**config.mk**
```make
export PLATFORM = sky130hd
export DESIGN_NAME = filter_rank_seq
export DESIGN_NICKNAME = d
export VERILOG_FILES = /design/src/rtl/filter_pkg.sv /design/src/rtl/filter_cmp_swap.sv /design/src/rtl/filter_rank_seq.sv
export SDC_FILE = /design/constraint.sdc
export NUM_CORES = 1
export LEC_CHECK = 0
export CAP_MARGIN = 5
export CORE_ASPECT_RATIO = 1.4
export CORE_UTILIZATION = 60
export DETAILED_ROUTE_END_ITERATION = 16
export MAX_ROUTING_LAYER = met4
export PLACE_DENSITY = 0.93
export SLEW_MARGIN = 20
export SYNTH_ARGS = -nofsm -noshare
export SYNTH_HDL_FRONTEND = slang
export SYNTH_HIERARCHICAL = 1
export SYNTH_SLANG_ARGS = --single-unit
```
**constraint.sdc**
```tcl
create_clock -name clk -period 3.1 [get_ports clk]
set_input_delay 0.62 -clock clk [delete_from_list [all_inputs] [get_ports clk]]
set_output_delay 0.62 -clock clk [all_outputs]
set_load 0.005 [all_outputs]
```
**src/rtl/filter_pkg.sv**
```systemverilog
// Shared types and helpers for the rank-order (median/min/max) window filter.
// Latency: none (package only).
// Backpressure: not applicable.
package filter_pkg;

    typedef enum logic [1:0] {
        IDLE = 2'd0,
        SORT = 2'd1,
        DONE = 2'd2
    } state_t;

    // Number of bits needed to index 'value' distinct items (elaboration-time only).
    function automatic int clog2(input int value);
        int bits;
        int rem;
        bits = 0;
        rem  = value - 1;
        for (int i = 0; i < 32; i++) begin
            if (rem > 0) begin
                bits++;
                rem = rem >> 1;
            end
        end
        return bits;
    endfunction

endpackage

```
**src/rtl/filter_cmp_swap.sv**
```systemverilog
// Compare-exchange cell: routes the smaller operand to lo and the larger to hi.
// Latency: purely combinational.
// Backpressure: none; the caller decides whether to use the result.
module filter_cmp_swap #(
    parameter int DATA_W = 8
) (
    input  logic [DATA_W-1:0] a,
    input  logic [DATA_W-1:0] b,
    output logic [DATA_W-1:0] lo,
    output logic [DATA_W-1:0] hi
);

    // Strict compare: equal operands pass straight through, unswapped.
    always_comb begin
        if (a > b) begin
            lo = b;
            hi = a;
        end else begin
            lo = a;
            hi = b;
        end
    end

endmodule

```
**src/rtl/filter_rank_seq.sv**
```systemverilog
// Rank-order selector over a WIN x WIN window using odd-even transposition sort.
// Latency: out_valid rises N cycles after the input handshake (one pass per cycle).
// Backpressure: holds the result until out_ready; in_ready low while busy, no queuing.
module filter_rank_seq
    import filter_pkg::*;
#(
    parameter  int WIN    = 5,
    parameter  int DATA_W = 8,
    localparam int N      = WIN * WIN,
    localparam int RW     = clog2(N)
) (
    input  logic                  clk,
    input  logic                  rst_n,
    input  logic                  in_valid,
    output logic                  in_ready,
    input  logic [N*DATA_W-1:0]   in_matrix,
    input  logic [RW-1:0]         in_rank,
    output logic                  out_valid,
    input  logic                  out_ready,
    output logic [DATA_W-1:0]     out_data,
    output logic                  busy
);

    // One spare bit so the pass counter can reach N without wrapping.
    localparam int PC_W = RW + 1;

    state_t              state;
    state_t              state_nxt;
    logic [DATA_W-1:0]   arr     [N];
    logic [DATA_W-1:0]   arr_nxt [N];
    logic [DATA_W-1:0]   cell_lo [N-1];
    logic [DATA_W-1:0]   cell_hi [N-1];
    logic [RW-1:0]       rank;
    logic [PC_W-1:0]     pc;
    logic                load;
    logic                sort_en;

    // One compare-exchange cell per adjacent pair; the pass parity picks which ones apply.
    for (genvar k = 0; k < N - 1; k++) begin : g_cell
        filter_cmp_swap #(
            .DATA_W (DATA_W)
        ) u_cell (
            .a  (arr[k]),
            .b  (arr[k+1]),
            .lo (cell_lo[k]),
            .hi (cell_hi[k])
        );
    end

    // Apply the cells whose pair parity matches the current pass; pairs in a pass are disjoint.
    always_comb begin
        for (int i = 0; i < N; i++) begin
            arr_nxt[i] = arr[i];
        end
        for (int k = 0; k < N - 1; k++) begin
            if (k[0] == pc[0]) begin
                arr_nxt[k]   = cell_lo[k];
                arr_nxt[k+1] = cell_hi[k];
            end
        end
    end

    // State register.
    always_ff @(posedge clk or negedge rst_n) begin
        if (!rst_n) begin
            state <= IDLE;
        end else begin
            state <= state_nxt;
        end
    end

    // Next-state and handshake decode.
    always_comb begin
        state_nxt = state;
        load      = 1'b0;
        sort_en   = 1'b0;
        in_ready  = 1'b0;
        out_valid = 1'b0;
        busy      = 1'b0;
        case (state)
            IDLE: begin
                in_ready = 1'b1;
                if (in_valid) begin
                    load      = 1'b1;
                    state_nxt = SORT;
                end
            end
            SORT: begin
                busy    = 1'b1;
                sort_en = 1'b1;
                if (pc == PC_W'(N - 1)) begin
                    state_nxt = DONE;
                end
            end
            DONE: begin
                busy      = 1'b1;
                out_valid = 1'b1;
                if (out_ready) begin
                    state_nxt = IDLE;
                end
            end
            default: state_nxt = IDLE;
        endcase
    end

    // Working array, clamped rank and pass counter: load on accept, one pass per SORT cycle.
    always_ff @(posedge clk or negedge rst_n) begin
        if (!rst_n) begin
            pc   <= '0;
            rank <= '0;
            for (int i = 0; i < N; i++) begin
                arr[i] <= '0;
            end
        end else if (load) begin
            pc   <= '0;
            rank <= (in_rank >= RW'(N)) ? RW'(N - 1) : in_rank;
            for (int i = 0; i < N; i++) begin
                arr[i] <= in_matrix[i*DATA_W +: DATA_W];
            end
        end else if (sort_en) begin
            pc <= pc + PC_W'(1);
            for (int i = 0; i < N; i++) begin
                arr[i] <= arr_nxt[i];
            end
        end
    end

    // Result is forced to zero outside DONE so stale sort data never leaks out.
    assign out_data = out_valid ? arr[rank] : '0;

endmodule

```
==> run summary, run 1 <==
status - finished with violations
failing checks - setup timing
DRT Pass-1 Iters - 6
critical-path cell list - inv_1 > ha_1 > nor2b_4 > o211ai_2 > a21oi_2 > o22ai_4 > buf_4 > mux2_4 > mux2i_1 > nand2_1 > o21ai_0 > o21ai_1
gr usage total - 37.3%
fin nets - 3208
Worst Path Arrival - 3.59 ns
die width - 173 um
CTS Buf Count - 24
area leader, netlist - dfrtp_1
total clock sinks - 213
via count - 22034
GPL Wtd Cong - 0.966
Clock Latency Late Sink - 0.57 ns
Worst R2R Start - arr[153]$_DFFE_PN0P_
die area - 0.0419 mm^2
Warnings, synthesis - 6
vias per std cell - 6.59
delay-heaviest family, CP - compound AO/OA/AOI/OAI gates
Avg WL per Cell - 23.5 um
Worst-path clk slew - 0.06 ns
Synth area leaders - dfrtp_1 22%, mux2_4 15%, mux2i_1 10%
mapped cell area - 0.0247 mm^2
sequential share of the synthesized area - 21.6%
post-route ant nets - 0
Die H - 242 um
crit start category - flop
hpwl dp - 54.4 mm
Clock Path Buffers - 3
endpoints failing setup - 4
worst-margin pin slew - 0.962 ns
Starting Density - 61.1%
Core Box Area - 0.0404 mm^2
period utilisation layout - 102%
largest net degree at the start of global routing - 164
Clock Skew - 0.0238 ns
CTS tree - yes
PortBufs - 219
ys async rst share - 100%
relative slew slack - 35.7%
crit end category - flop
DR iter-0 viols - 2322
Syn-to-layout area delta - 16.4%
syn_area_per_cell - 9.58 um^2
fin util - 71.1%
RSZ-0062 raised after global routing - true
max-slew violations - 0
setup ws final - -0.0540 ns
Setup CP Type - reg -> reg
worst-path fanout max - 9
Final TNS setup - -0.0811 ns
Crit path largest cell delay - 0.51 ns
HP Class - in -> async
Post-Syn Nets - 2984
flops & latches, synth - 213
FF-to-FF path depth - 12
GRT Residual Overflow - 0
leading cell types by count after synthesis - 418 x nand2_1, 335 x o21ai_1, 249 x mux2i_1, 240 x mux2_4, 213 x dfrtp_1
Routed WL - 78.6 mm
first-pass GRT wire length - 122 mm
vias in the first global route - 22766
H-Tree Depth - 1
Reg2Reg Capture Point - arr[156]$_DFFE_PN0P_
top_reg_cell synth - dfrtp_1
worst slack at placement - 0.180 ns
num ports - 220
CP Buf/Inv Count - 2
Critical Path RT - 3.54 ns
minimum clock period - 3.15 ns
Inst Count DP - 3288
top-area cell type share of the netlist area - 21.6%
initial antenna violation count - 1
Unique masters post-synth - 43
slowest stage cell, crit path - dfrtp_1
CTS Hold Buffers Added - 0
Peak Freq - 317 MHz
row cnt - 87
root buffer cell - clkbuf_16
setup slack, reg-to-reg - -0.05 ns
non-filler cells in the finished layout - 3346
layout cells sized above 1 - 27.7%
Hold Fails Final Rpt - 0
DRC - 0
max cap viols - 0
number of enable flip-flop cells after synthesis - 0
top-count cell post-synth - nand2_1
cell count after synthesis - 2576
layout by cell type, fill, tap and decap left out, types with 24 or more instances in the layout:
cell type / instances
ha_1: 198
dfrtp_1: 209
a21oi_1: 74
mux2_2: 144
clkbuf_16: 25
nand4_1: 26
mux2i_1: 249
mux2_4: 240
a21oi_2: 32
o211ai_2: 24
buf_4: 111
mux4_2: 24
nand2_1: 418
o21ai_4: 24
inv_1: 205
o21ai_0: 58
o21ai_1: 332
nor2b_4: 26
clkdlybuf4s50_1: 210
o22ai_4: 24
nand4_2: 24
sequential cells by signal, summed over array words and instances, names as in the netlist:
register	flops
state	2
pc	6
rank	5
arr	200
logic make-up (layout without fill, tap and decap cells):
family / count (synthesis) / in the layout / synth area share, %
compound gates: 624 / 624 / 16.9
xor+xnor: 4 / 4 / 0.142
fa+ha+maj: 199 / 199 / 10.1
buf+inv: 364 / 599 / 7.64
flops: 213 / 213 / 21.6
mux: 659 / 659 / 33.6
other cells: 0 / 1 / 0
simple gates: 513 / 513 / 10.1
what timing repair did:
action | 4_1_cts | 5_1_grt
gates resized for setup | 58 | 16
endpoints found under the setup margin | 8 | 15
hold endpoints to repair | 0 | 0
gates cloned | 3 | 0
pin swaps | 20 | 10
setup buffers | 12 | 8
layer usage:
metal / GRT usage [%] / wire (um)
met4: 25.8 / 5610
met3: 6.61 / 6570
met5: - / 0
met2: 60.5 / 37500
met1: 41.6 / 28900
worst register-to-register path: cells and delay by family, from the launching register on:
kind | cells | cell delay (ns)
AOI/OAI and AO/OA | 5 | 0.97
adders and majority gates | 1 | 0.32
DFF | 1 | 0.51
and+or+nand+nor | 2 | 0.27
muxes | 2 | 0.59
buffers and inverters | 2 | 0.36
final cells by class:
cell class / instances / area, um^2
multi-input cells: 1999 / 17700
fillers: 2543 / 11700
flip-flops and latches: 213 / 5340
repair buffers: 355 / 3510
inverters: 207 / 777
clock buffers: 33 / 706
well taps: 534 / 668
clock inverters: 4 / 26.3
diodes: 1 / 2.50
worst max-delay path by stage:
stage	cells past startpoint	slack, ns	from	to
6_report	12	-0.05	arr[153]$_DFFE_PN0P_	arr[156]$_DFFE_PN0P_
5_1_grt	12	-0.1	arr[153]$_DFFE_PN0P_	arr[156]$_DFFE_PN0P_
4_1_cts	6	0.005	rank[0]$_DFFE_PN0P_	out_data[6]
3_5_place_dp	5	0.18	rank[0]$_DFFE_PN0P_	out_data[5]
3_3_place_gp	5	0.19	rank[0]$_DFFE_PN0P_	out_data[7]
2_1_floorplan	12	0.86	arr[17]$_DFFE_PN0P_	arr[25]$_DFFE_PN0P_
metrics by stage:
| step | hold WS (ns) | instance area (um^2) |
|---|---|---|
| 6_report | 0.106 | 28700 |
| 5_1_grt | 0.148 | 28700 |
| 4_1_cts | 0.143 | 28600 |
| 3_5_place_dp | 0.535 | 27500 |
| 3_3_place_gp | 0.502 | 27500 |
| 2_1_floorplan | 0.324 | 24700 |
Power of run 1 is not shown: default switching activity piles up to over one toggle a cycle in this logic, so the estimate is an artifact.
==> inputs of run 2 (changes only) <==
--- a/config.mk
+++ b/config.mk
@@ -7,12 +7,12 @@
 export LEC_CHECK = 0
 export CAP_MARGIN = 5
 export CORE_ASPECT_RATIO = 1.4
-export CORE_UTILIZATION = 60
+export CORE_UTILIZATION = 58
 export DETAILED_ROUTE_END_ITERATION = 16
 export MAX_ROUTING_LAYER = met4
-export PLACE_DENSITY = 0.93
+export PLACE_DENSITY = 0.92
+export SETUP_SLACK_MARGIN = 0.3
 export SLEW_MARGIN = 20
 export SYNTH_ARGS = -nofsm -noshare
 export SYNTH_HDL_FRONTEND = slang
-export SYNTH_HIERARCHICAL = 1
 export SYNTH_SLANG_ARGS = --single-unit
==> run 2 against run 1 <==
The flow still finishes with violations (setup timing). Flip-flop and latch count unchanged. Synthesized cell count is 12% lower. First-iteration DRC count rose by 15%. Count of clock-buffer cells in the layout increased by 3. Critical endpoint is now out_data[4]. Highest routed layer unchanged. Cell area decreased by 17%. Sequential share of layout area is 3.9 points higher. Cell count down 10%. Wire length down 4.5%. Worst hold slack got worse by 0.028 ns.
==> run summary, run 2 <==
crit end category - output port
period utilisation layout - 103%
vias per std cell - 6.86
layout cells sized above 1 - 11.3%
max-slew violations - 0
failing checks - setup timing
RSZ-0062 raised after global routing - true
Routed WL - 75.1 mm
fin util - 73.1%
Post-Syn Nets - 2675
leading cell types by count after synthesis - 251 x nand2_1, 242 x mux2i_1, 217 x nor2_1, 213 x dfrtp_1, 206 x inv_1
Core Box Area - 0.0324 mm^2
first-pass GRT wire length - 116 mm
DR iter-0 viols - 2677
number of enable flip-flop cells after synthesis - 0
hpwl dp - 53.4 mm
CTS Buf Count - 24
via count - 20552
Crit path largest cell delay - 0.51 ns
global routing usage on met3 - 12.9%
met1 Use GR - 50.6%
initial antenna violation count - 6
GRT Residual Overflow - 0
CTS Hold Buffers Added - 0
worst-path fanout max - 7
sequential share of the synthesized area - 27.9%
setup ws final - -0.0811 ns
top_reg_cell synth - dfrtp_1
Clock Skew - 0.00915 ns
Largest Register - arr
post-route ant nets - 0
non-filler cells in the finished layout - 2997
Worst Path Arrival - 2.56 ns
worst-margin pin slew - 0.739 ns
DRT Pass-1 Iters - 7
PortBufs - 219
most frequent CP cell - buf_12
flops & latches, synth - 213
HP Class - in -> async
Clock Path Buffers - 3
Inst Count DP - 2933
die area - 0.0336 mm^2
worst vdd ir - 676 uV
cell count after synthesis - 2269
biggest regs - arr (200), pc (6), rank (5)
Critical Path RT - 2.48 ns
slowest stage cell, crit path - dfrtp_4
commonest non-fill, non-tap cells in the layout - 249 x nand2_1, 239 x mux2i_1, 216 x nor2_1
GRT met2 Usage - 72.6%
Clock Latency Late Sink - 0.56 ns
Setup CP Type - reg -> out
H-Tree Depth - 1
CP Buf/Inv Count - 4
syn_area_per_cell - 8.41 um^2
Starting Density - 58.9%
mapped cell area - 0.0191 mm^2
relative slew slack - 50.8%
Cell Pwr Density - 1290 mW/mm^2
row cnt - 78
top-count cell post-synth - nand2_1
Syn-to-layout area delta - 24.2%
CTS tree - yes
GPL Wtd Cong - 1.11
gr usage total - 46.7%
largest net degree at the start of global routing - 137
total clock sinks - 213
Synth area leaders - dfrtp_1 28%, ha_1 13%, mux2i_1 13%
root buffer cell - clkbuf_16
fin nets - 2937
max reg flops - 200
delay-heaviest family, CP - buffers and inverters
commonest non-fill, non-tap cell in the layout - nand2_1
Static Leak - 10.5 nW
die width - 155 um
Unique masters post-synth - 63
Avg WL per Cell - 25.1 um
Worst-path clk slew - 0.07 ns
status - finished with violations
Hold Fails Final Rpt - 0
critical-path cell list - buf_12 > buf_12 > buf_4 > mux4_2 > o22ai_1 > nor3_1 > a21oi_1 > nor2_1 > buf_2
endpoints failing setup - 8
layer with the highest usage - met2
top-area cell type share of the netlist area - 27.9%
Peak Freq - 314 MHz
area leader, netlist - dfrtp_1
max cap viols - 0
vias in the first global route - 20537
Die H - 217 um
minimum clock period - 3.18 ns
Warnings, synthesis - 0
crit start category - flop
Final TNS setup - -0.330 ns
ys async rst share - 100%
DRC - 0
num ports - 220
## run 2: cell types whose count changed after synthesis, sizes merged, moves of 17 or more
cell	delta
nor2	+209
a21oi	+54
o21ai	-267
nor3	+18
mux2	-379
o211ai	+81
nand2	-167
o21a	+18
a22oi	-21
o31ai	+18
clkbuf	+17
buf	-36
o311ai	+18
## run 2: path summary, 6_finish.rpt
check	start	end	slack, ns	cells past startpoint
min in group clk	state[0]$_DFFE_PN0P_	state[0]$_DFFE_PN0P_	0.53	1
setup / recovery	rank[0]$_DFFE_PN0P_	out_data[4]	-0.08	9
hold reg to reg	state[0]$_DFFE_PN0P_	state[0]$_DFFE_PN0P_	0.53	1
max in group asynchronous	rst_n	arr[103]$_DFFE_PN0P_	2.19	2
hold / removal	rst_n	arr[164]$_DFFE_PN0P_	0.08	1
setup reg to reg	arr[105]$_DFFE_PN0P_	arr[110]$_DFFE_PN0P_	0.40	9
## run 2: cell families after synthesis
logic type | Yosys count | synth area share (%)
and+or+nand+nor | 603 | 13.6
DFF | 213 | 27.9
xor gates and xnor gates | 4 | 0.184
adders and majority gates | 197 | 12.9
AOI/OAI and AO/OA | 624 | 21.5
buffers and inverters | 347 | 7.05
muxes | 281 | 16.9
## run 2: cell type report
class	instances	area [um^2]
Multi-Input combinational cell	1709	12600
Fill cell	2319	8700
Sequential cell	213	5340
Timing Repair Buffer	374	3550
Inverter	209	785
Clock buffer	36	737
Tap cell	440	551
Clock inverter	8	144
Antenna cell	8	20.0
## run 2: timing repair
item | CTS | global route
resized for setup | 61 | 14
pin swaps | 36 | 9
buffers inserted | 6 | 2
setup endpoints to repair | 8 | 43
cloned | 3 | 0
## run 2: layer usage
layer | up-vias | part of all wire, %
li1 | 8782 | -
met1 | 9603 | 34
met2 | 1612 | 45
met3 | 555 | 11
met4 | 0 | 10
met5 | - | 0
## run 2: report_power, final
group | internal, mW | switching (mW) | leakage [nW]
clock network | 1.97 | 1.30 | 0.436
registers | 4.19 | 2.67 | 2.57
logic | 8.64 | 11.7 | 7.47
total | 14.8 | 15.7 | 10.5
## run 2: metrics by stage
stage	instance area, um^2	power, mW	hold WS (ns)	worst slack, ns
3_3_place_gp	22500	24.5	0.515	0.170
3_5_place_dp	22500	25.5	0.520	0.0742
4_1_cts	23600	29.3	0.109	-0.0538
5_1_grt	23700	32.3	0.114	-0.131
2_1_floorplan	19100	18.7	0.324	0.685
6_report	23700	30.5	0.0779	-0.0811
(Power assumes the default switching activity.)
